`src/rtl/cinema_session_ctrl.sv`:
```
// Cinema session controller: time-filtered session FSM with seat booking,
// optional refunds (CINEMA_REFUND_EN) and a daily saturating revenue total.
// Ports: clk, rst_n, r_time_i {week,hour}, book_req/cancel_req/book_seat in;
//        state_o, session_o, seat_map_o, seats_left_o, ack_o, nack_o,
//        show_start_o, revenue_o out.
module cinema_session_ctrl #(
   parameter int unsigned PRICE_WEEKDAY = 3,
   parameter int unsigned PRICE_WEEKEND = 5
) (
   input  logic        clk,
   input  logic        rst_n,
   input  logic [9:0]  r_time_i,
   input  logic        book_req,
   input  logic        cancel_req,
   input  logic [3:0]  book_seat,
   output logic [1:0]  state_o,
   output logic [1:0]  session_o,
   output logic [15:0] seat_map_o,
   output logic [4:0]  seats_left_o,
   output logic        ack_o,
   output logic        nack_o,
   output logic        show_start_o,
   output logic [11:0] revenue_o
);

   typedef enum logic [1:0] {
      ST_CLOSED  = 2'd0,
      ST_SELLING = 2'd1,
      ST_PLAYING = 2'd2
   } state_e;

   localparam logic [11:0] PW = 12'(PRICE_WEEKDAY);
   localparam logic [11:0] PE = 12'(PRICE_WEEKEND);

   state_e      state_q, state_d, map_st;
   logic [1:0]  session_q, session_d, map_ses;
   logic [9:0]  s1_q, cur_q, cur_d;
   logic [4:0]  day_q, day_d;
   logic [15:0] seat_q, seat_d;
   logic [4:0]  left_q, left_d;
   logic [11:0] rev_q, rev_d;
   logic        ack_q, ack_d, nack_q, nack_d, show_q, show_d;

   logic        upd, valid, sold, sell, req, do_book, do_cancel;
   logic [4:0]  nw, nh;
   logic [11:0] price;
   logic [12:0] sum;

   // cur only follows a time value that has been stable for two samples
   assign upd   = (r_time_i == s1_q) && (s1_q != cur_q);
   assign nw    = s1_q[9:5];
   assign nh    = s1_q[4:0];
   assign valid = (nw != 5'd0) && (nw <= 5'd7) && (nh <= 5'd9);

   // day_q is the week of the last valid time, so it selects the price
   assign price = (day_q >= 5'd6) ? PE : PW;
   assign sum   = {1'b0, rev_q} + {1'b0, price};
   assign sold  = seat_q[book_seat];
   assign sell  = (state_q == ST_SELLING) && !upd;

`ifdef CINEMA_REFUND_EN
   assign req       = book_req | cancel_req;
   assign do_cancel = cancel_req && !book_req && sell && sold;
`else
   assign req       = book_req;
   assign do_cancel = 1'b0;
`endif
   assign do_book = book_req && !cancel_req && sell && !sold;

   always_comb begin
      map_st  = ST_CLOSED;
      map_ses = session_q;
      if (valid) begin
         case (nh)
            5'd0, 5'd1: begin map_st = ST_SELLING; map_ses = 2'd0; end
            5'd2, 5'd3: begin map_st = ST_PLAYING; map_ses = 2'd0; end
            5'd4:       begin map_st = ST_SELLING; map_ses = 2'd1; end
            5'd5, 5'd6: begin map_st = ST_PLAYING; map_ses = 2'd1; end
            5'd7:       begin map_st = ST_SELLING; map_ses = 2'd2; end
            default:    begin map_st = ST_PLAYING; map_ses = 2'd2; end
         endcase
      end
   end

   always_comb begin
      state_d   = state_q;
      session_d = session_q;
      cur_d     = cur_q;
      day_d     = day_q;
      seat_d    = seat_q;
      left_d    = left_q;
      rev_d     = rev_q;
      ack_d     = do_book | do_cancel;
      nack_d    = req & ~(do_book | do_cancel);
      show_d    = 1'b0;
      if (upd) begin
         cur_d     = s1_q;
         state_d   = map_st;
         session_d = map_ses;
         show_d    = (state_q == ST_SELLING) && (map_st == ST_PLAYING);
         if (valid) begin
            day_d = nw;
            if (nw != day_q) rev_d = 12'd0;
         end
         // a fresh sale opens for a new show or a new day
         if (map_st == ST_SELLING &&
             (state_q != ST_SELLING || map_ses != session_q ||
              nw != day_q)) begin
            seat_d = 16'd0;
            left_d = 5'd16;
         end
      end else if (do_book) begin
         seat_d = seat_q | (16'd1 << book_seat);
         left_d = left_q - 5'd1;
         rev_d  = sum[12] ? 12'hFFF : sum[11:0];
      end else if (do_cancel) begin
         seat_d = seat_q & ~(16'd1 << book_seat);
         left_d = left_q + 5'd1;
         rev_d  = (rev_q < price) ? 12'd0 : rev_q - price;
      end
   end

   always_ff @(posedge clk or negedge rst_n) begin
      if (!rst_n) begin
         state_q   <= ST_SELLING;
         session_q <= 2'd0;
         s1_q      <= 10'h020;
         cur_q     <= 10'h020;
         day_q     <= 5'd1;
         seat_q    <= 16'd0;
         left_q    <= 5'd16;
         rev_q     <= 12'd0;
         ack_q     <= 1'b0;
         nack_q    <= 1'b0;
         show_q    <= 1'b0;
      end else begin
         state_q   <= state_d;
         session_q <= session_d;
         s1_q      <= r_time_i;
         cur_q     <= cur_d;
         day_q     <= day_d;
         seat_q    <= seat_d;
         left_q    <= left_d;
         rev_q     <= rev_d;
         ack_q     <= ack_d;
         nack_q    <= nack_d;
         show_q    <= show_d;
      end
   end

   assign state_o      = state_q;
   assign session_o    = session_q;
   assign seat_map_o   = seat_q;
   assign seats_left_o = left_q;
   assign ack_o        = ack_q;
   assign nack_o       = nack_q;
   assign show_start_o = show_q;
   assign revenue_o    = rev_q;

endmodule

```
`config.mk`:
```
export PLATFORM = sky130hd
export DESIGN_NAME = cinema_session_ctrl
export DESIGN_NICKNAME = d
export VERILOG_FILES = /design/src/rtl/cinema_session_ctrl.sv
export SDC_FILE = /design/constraint.sdc
export NUM_CORES = 1
export LEC_CHECK = 0
export ABC_AREA = 1
export CAP_MARGIN = 20
export CELL_PAD_IN_SITES_DETAIL_PLACEMENT = 2
export CELL_PAD_IN_SITES_GLOBAL_PLACEMENT = 2
export CORE_UTILIZATION = 34
export CTS_CLUSTER_DIAMETER = 120
export CTS_CLUSTER_SIZE = 10
export DETAILED_ROUTE_END_ITERATION = 8
export PLACE_DENSITY_LB_ADDON = 0.1
export SYNTH_ARGS = -nofsm -noshare
export SYNTH_HDL_FRONTEND = slang
export SYNTH_SLANG_ARGS = --single-unit
```
`constraint.sdc`:
```
create_clock -name clk -period 4.8 [get_ports clk]
set_input_delay 1.44 -clock clk [delete_from_list [all_inputs] [get_ports clk]]
set_output_delay 1.44 -clock clk [all_outputs]
set_load 0.05 [all_outputs]
```
==> metrics.md, run 1 <==
| Metric | Value |
|---|---|
| Met3 GRT Util | `3.142%` |
| WL per Instance | `16.61 um` |
| Width of the die | `109.5 um` |
| Fraction of layout cells with a size suffix above 1 | `12.28%` |
| Hold Buf Count CTS | `0` |
| Root Buffer Master | `clkbuf_16` |
| Fmax | `0.2713 GHz` |
| Startpoint Class | `input pin` |
| Status | `complete, no violations` |
| Initial Util | `35.64%` |
| DPL Wire Length | `8367 um` |
| Mapped Area | `3931 um2` |
| Crit. End Element | `flip-flop` |
| Sequential-to-total area share from yosys stat | `41.53%` |
| Global-route usage over all layers | `21.52%` |
| Pre-Repair DR Iteration Count | `6` |
| Worst Skew | `5.601 ps` |
| Post-CTS Setup Inserts | `0` |
| Core area | `11030 um2` |
| Number of port buffers | `57` |
| RSZ-0062 raised after global routing | `no` |
| Pwr per Cell Area | `547.8 nW/um2` |
| # fillers | `1318` |
| MaxCap Viol Count | `0` |
| WP data required | `5010 ps` |
| Total Power | `2.660 mW` |
| Ant. Diodes | `0` |
| Ys Warns | `0` |
| Area delta synth->final | `23.52%` |
| Antenna Violating Nets Remaining | `0` |
| Clock tree buffer depth | `2` |
| TritonCTS Buffers | `9` |
| Worst vdd ir | `262.5 uV` |
| Fin cells | `710` |
| Crit Path Class | `in2reg` |
| Final Cycle Share | `76.79%` |
| Total Nets Final | `590` |
| Gates resized, CTS repair | `0` |
| Worst-path clk slew | `60 ps` |
| Post-Route WL | `11790 um` |
| Detailed Route Iter0 Violations | `95` |
| Yosys reg bits | `65` |
| Measured slew at the worst slew-check pin | `706.7 ps` |
| Met2 usage | `38.27%` |
| Depth of the CTS H-tree | `3` |
| CP Data Arrival Time | `3900 ps` |
| Site Rows | `38` |
| Vias/cell | `5.052` |
| CTS tree | `built` |
| GRT met1 Usage | `26.51%` |
| Max-slew violations | `0` |
| Final Hold Viols | `0` |
| Max FO, Critical Path | `37` |
| Initial antenna violation count | `0` |
| Post-synth cell types | `39` |
| Relative slew slack | `52.79%` |
| CTS sink cnt | `65` |
| Largest net degree at the start of global routing | `49` |
| Fin crit period | `3686 ps` |
| Die Span Y | `109.5 um` |
| Gr busiest metal | `met2` |
| Final setup vio count | `0` |
| Routed vias | `3587` |
| I/O pin cnt | `58` |
| Inst Count DP | `694` |
| Global route overflow | `0` |
| Vias in the first global route | `3916` |
| Final GP Congestion | `0.7822` |
| Latest clock arrival within the worst-skew pair | `330 ps` |
| DRC violations left | `0` |
| Cells after synthesis | `511` |
| Syn_nets | `536` |
| Fin Setup TNS | `0 ps` |
| Leakage | `2.339 nW` |
| Hold WC Path Type | `reg2reg` |
| Post-Syn Area per Cell | `7.693 um2` |
| Global-route wire length before repair | `19690 um` |
| Die ar. | `12000 um2` |
[cell usage after synthesis]
cell	number	area, um2
nand2_1	148	555.5
dfrtp_1	60	1501
nand3_1	54	270.3
inv_1	53	198.9
nor2_1	38	142.6
a21oi_1	23	115.1
o21ai_0	19	95.09
nand3_2	12	120.1
nand2_2	11	68.82
xnor2_1	10	87.58
inv_2	9	33.78
xor2_1	8	70.07
buf_6	6	67.56
ha_1	6	75.07
dfstp_2	5	131.4
nand4_1	5	31.28
a31oi_1	4	25.02
nor2_2	4	25.02
buf_2	3	15.01
buf_4	3	22.52
nand2_4	3	33.78
nor3_1	3	15.01
clkbuf_1	2	7.510
clkinv_1	2	7.510
nand3_4	2	35.03
nor2_4	2	22.52
o2111ai_1	2	17.52
o211ai_1	2	15.01
or2_2	2	12.51
a21oi_2	1	8.760
and2_4	1	8.760
buf_12	1	20.02
fa_1	1	20.02
inv_4	1	6.260
nand2_8	1	20.02
nand3b_1	1	7.510
nor3b_1	1	7.510
o21bai_1	1	7.510
o22ai_1	1	6.260
[worst max-delay path, cell delays in order]
cell and delay (ps):
clkdlybuf4s50_1 770, clkinv_1 410, nand3_1 200, nand2_1 60
nand2_1 70, nand2_2 100, nand3_4 400, inv_2 240
nand2_1 130, nand2_1 70
[metal layers]
layer	share of wire (%)	routed length [um]	vias to the layer above
met2	51	6042	50
li1	-	-	1732
met5	0	0	-
met3	2.4	278	9
met1	45	5324	1796
met4	1.2	146	0
[stage by stage]
stage / hold slack, ps / worst slack [ps] / cell area (um2) / util (%)
finish: 505.6 / 1114 / 4856 / 44.02
global route: 518.3 / 901.1 / 4856 / 44.02
CTS: 507.6 / 1112 / 4856 / 44.02
detailed placement: 498.7 / 828.6 / 4547 / 41.22
global placement: 486.3 / 892.2 / 4547 / 41.22
floorplan: 471.5 / 2114 / 3931 / -
[sequential cells by signal, indices dropped and copies added, names as in the netlist]
| name | count |
|---|---|
| ack_o | 1 |
| cur_q | 10 |
| day_q | 5 |
| nack_o | 1 |
| revenue_o | 12 |
| s1_q | 10 |
| seat_map_o | 16 |
| seats_left_o | 5 |
| session_o | 2 |
| show_start_o | 1 |
| state_o | 2 |
[final timing paths]
kind | from | to | slack [ps] | depth (start not counted)
hold / removal | day_q[0] | day_q[0] | 510 | 2
setup / recovery | book_seat[2] | seats_left_o[1] | 1110 | 10
min in group asynchronous | rst_n | revenue_o[7] | 1050 | 1
setup reg to reg | state_o[0] | seats_left_o[1] | 2200 | 8
hold reg to reg | day_q[0] | day_q[0] | 510 | 2
max in group asynchronous | rst_n | session_o[1] | 2750 | 2
[cells in the final DEF (no fill, tap or decap), drive strengths merged, types with 2 or more instances in the layout]
| cell type | instances |
|---|---|
| a21oi | 24 |
| a31oi | 4 |
| buf | 2 |
| clkbuf | 14 |
| clkdlybuf4s50 | 56 |
| clkinv | 3 |
| dfrtp | 60 |
| dfstp | 5 |
| ha | 6 |
| inv | 63 |
| nand2 | 163 |
| nand3 | 68 |
| nand4 | 5 |
| nor2 | 44 |
| nor3 | 3 |
| o2111ai | 2 |
| o211ai | 2 |
| o21ai | 19 |
| or2 | 2 |
| xnor2 | 10 |
| xor2 | 8 |
[power by group]
| group | internal, mW | switching, mW |
|---|---|---|
| registers | 0.678 | 0.159 |
| clock network | 0.444 | 0.245 |
| logic | 0.390 | 0.744 |
[cells by family after synthesis]
logic type | Yosys count | synth area share (%)
AOI/OAI and AO/OA | 53 | 7.384
xor gates and xnor gates | 18 | 4.010
adders and majority gates | 7 | 2.419
buffers and inverters | 80 | 9.643
DFF | 65 | 41.53
and+or+nand+nor | 288 | 35.01
[layout make-up]
class,instances,area (um2),share of cell area [%]
Multi-Input combinational cell,366,1919,39.53
Sequential cell,65,1633,33.63
Timing Repair Buffer,58,573.1,11.80
Clock buffer,14,274.0,5.643
Inverter,65,246.5,5.076
Tap cell,140,175.2,3.607
Clock inverter,2,35.03,0.7215
Note: power is estimated with default switching activity, not from simulation.
==> inputs of run 2 (changes only) <==
--- a/config.mk
+++ b/config.mk
@@ -9,7 +9,7 @@
 export CAP_MARGIN = 20
 export CELL_PAD_IN_SITES_DETAIL_PLACEMENT = 2
 export CELL_PAD_IN_SITES_GLOBAL_PLACEMENT = 2
-export CORE_UTILIZATION = 34
+export CORE_UTILIZATION = 29
 export CTS_CLUSTER_DIAMETER = 120
 export CTS_CLUSTER_SIZE = 10
 export DETAILED_ROUTE_END_ITERATION = 8
==> constraint.sdc (replaced) <==
create_clock -name clk -period 3.2 [get_ports clk]
set_input_delay 0.96 -clock clk [delete_from_list [all_inputs] [get_ports clk]]
set_output_delay 0.96 -clock clk [all_outputs]
set_load 0.05 [all_outputs]
==> metrics.md, run 2 (synthesis results as in run 1) <==
| Metric | Value |
|---|---|
| Status | `complete, no violations (unchanged)` |
| Worst-case reg-to-reg path depth | `14 (was 8)` |
| Ant. Diodes | `0 (unchanged)` |
| Hold EP | `day_q[0] (unchanged)` |
| Final core utilization | `37.36% (was 44.02%)` |
| Worst-path clk slew | `50 ps (was 60 ps)` |
| Placed Area | `4684 um2 (was 4547 um2)` |
| Startpoint Class | `flip-flop (was input pin)` |
| Vias in the first global route | `4070 (was 3916)` |
| Width of the die | `118.4 um (was 109.5 um)` |
| Measured slew at the worst slew-check pin | `525.1 ps (was 706.7 ps)` |
| Hold Crit Depth | `2 (unchanged)` |
| Share of power burned in registers | `32.4% (was 31.5%)` |
| Global-route usage over all layers | `18.30% (was 21.52%)` |
| Worst R2R End | `revenue_o[10] (was seats_left_o[1])` |
| Inst Count DP | `739 (was 694)` |
| CP Data Arrival Time | `1700 ps (was 3900 ps)` |
| Max-slew violations | `0 (unchanged)` |
| Pwr per Cell Area | `784.3 nW/um2 (was 547.8 nW/um2)` |
| Global route overflow | `0 (unchanged)` |
| CTS tree | `built (unchanged)` |
| Routed vias | `3620 (was 3587)` |
| Worst setup margin | `538.0 ps (was 1114 ps)` |
| Die ar. | `14030 um2 (was 12000 um2)` |
| Post-Route WL | `11960 um (was 11790 um)` |
| Total Power | `3.880 mW (was 2.660 mW)` |
| Site Rows | `42 (was 38)` |
| Vias/cell | `4.795 (was 5.052)` |
| MaxCap Viol Count | `0 (unchanged)` |
| Fmax | `0.3757 GHz` |
| Final GP Congestion | `0.7790 (was 0.7822)` |
| Crit Path Class | `reg2out (was in2reg)` |
| Clk network pwr share | `23.7% (was 25.9%)` |
| Hold WC Path Type | `reg2reg (unchanged)` |
| FF-to-FF Start | `day_q[2] (was state_o[0])` |
| WP data required | `2240 ps (was 5010 ps)` |
| Clock tree buffer depth | `2 (unchanged)` |
| Depth of the CTS H-tree | `3 (unchanged)` |
| Most common cell after layout, fill and taps aside | `nand2_1 (unchanged)` |
| Gates resized, CTS repair | `0 (unchanged)` |
| Hold Buf Count CTS | `0 (unchanged)` |
| Hold Path Origin | `day_q[0] (unchanged)` |
| Antenna Violating Nets Remaining | `0 (unchanged)` |
| Latest clock arrival within the worst-skew pair | `340 ps (was 330 ps)` |
| Initial antenna violation count | `0 (unchanged)` |
| Final setup vio count | `0 (unchanged)` |
| Relative slew slack | `64.89% (was 52.79%)` |
| Largest register FFs | `16 (unchanged)` |
| CP cell instances | `clkdlybuf4s50_1 (was clkdlybuf4s50_1 -> clkinv_1 -> nand3_1 -> nand2_1 -> nand2_1 -> nand2_2 -> nand3_4 -> inv_2 -> nand2_1 -> nand2_1)` |
| Largest net degree at the start of global routing | `66 (was 49)` |
| Slowest-stage cell, CP | `clkdlybuf4s50_1 (unchanged)` |
| Max FO, Critical Path | `2 (was 37)` |
| Initial Util | `29.69% (was 35.64%)` |
| Fin crit period | `2662 ps` |
| Worst path top cell family by delay | `buffers and inverters (unchanged)` |
| Global-route wire length before repair | `20160 um (was 19690 um)` |
| CTS sink cnt | `65 (unchanged)` |
| Sw power | `1.719 mW (was 1.147 mW)` |
| Critical path launch point | `state_o[0] (was book_seat[2])` |
| Pre-Repair DR Iteration Count | `4 (was 6)` |
| Die Span Y | `118.4 um (was 109.5 um)` |
| Worst vdd ir | `218.7 uV (was 262.5 uV)` |
| Worst Skew | `7.968 ps (was 5.601 ps)` |
| Min Hold Slack | `507.0 ps (was 505.6 ps)` |
| RSZ-0062 raised after global routing | `no (unchanged)` |
| Area delta synth->final | `25.84% (was 23.52%)` |
| Post-route cell area | `4947 um2 (was 4856 um2)` |
| Switching part of the total | `44.29% (was 43.13%)` |
| DPL Wire Length | `8579 um (was 8367 um)` |
| DRC violations left | `0 (unchanged)` |
| WP buf/inv | `1 (was 3)` |
| Setup slack, reg-to-reg | `800 ps (was 2200 ps)` |
| Post-CTS Setup Inserts | `0 (unchanged)` |
| Pre-CTS setup slack | `171.7 ps (was 828.6 ps)` |
| TritonCTS Buffers | `9 (unchanged)` |
| Total Nets Final | `599 (was 590)` |
| Core area | `13240 um2 (was 11030 um2)` |
| Fin Setup TNS | `0 ps (unchanged)` |
| I/O pin cnt | `58 (unchanged)` |
| Fin cells | `755 (was 710)` |
| Detailed Route Iter0 Violations | `126 (was 95)` |
| Leakage | `2.366 nW (was 2.339 nW)` |
| Number of port buffers | `57 (unchanged)` |
| Internal Power | `2.162 mW (was 1.513 mW)` |
| Fraction of layout cells with a size suffix above 1 | `13.13% (was 12.28%)` |
| Final Hold Viols | `0 (unchanged)` |
| WL per Instance | `15.84 um (was 16.61 um)` |
| CP peak stage delay | `810 ps (was 770 ps)` |
| Combinational share of power | `43.9% (was 42.6%)` |
| Root Buffer Master | `clkbuf_16 (unchanged)` |
| Final Cycle Share | `83.19%` |
| Commonest non-fill, non-tap cells in the layout | `nand2_1 (148), dfrtp_1 (60), clkdlybuf4s50_1 (56) (unchanged)` |
| Crit. End Element | `primary output (was flip-flop)` |
-- run 2: cell count changes in the layout (fill, tap and decap cells not counted), sizes merged --
cell,change
buf,+9
clkbuf,+1
bufinv,-1
-- run 2: worst max-delay path by stage --
stage                 endpoint  slack [ps]  cells past startpoint
2_1_floorplan   seat_map_o[11]         990                     11
4_1_cts        seats_left_o[4]         520                      1
6_report            state_o[0]         540                      1
3_5_place_dp     seat_map_o[8]         170                     12
3_3_place_gp      revenue_o[3]         250                     12
5_1_grt           revenue_o[1]         380                     12
-- run 2: cell type report --
type                    instances  area (um2)
clock inverters                 1       5.005
flip-flops and latches         65        1633
clock buffers                  15       257.7
repair buffers                 67       665.6
inverters                      65       246.5
well taps                     176       220.2
fillers                      1567        8295
multi-input cells             366        1919
-- run 2: power groups by stage --
stage | Clock [mW] | Combinational, mW | Sequential [mW]
3_3_place_gp | 0 | 1.67 | 1.27
3_5_place_dp | 0 | 1.72 | 1.28
4_1_cts | 0.947 | 1.73 | 1.27
6_report | 0.919 | 1.70 | 1.26
5_1_grt | 0.979 | 1.84 | 1.29
2_1_floorplan | 0 | 0.580 | 1.80
-- run 2: routing by layer --
layer | track usage, % | up-vias | share of wire [%]
met5 | 0 | - | 0
met4 | 6.725 | 0 | 1.5
met3 | 2.992 | 13 | 2.2
met2 | 33.42 | 43 | 52
met1 | 21.41 | 1808 | 44
li1 | - | 1756 | -
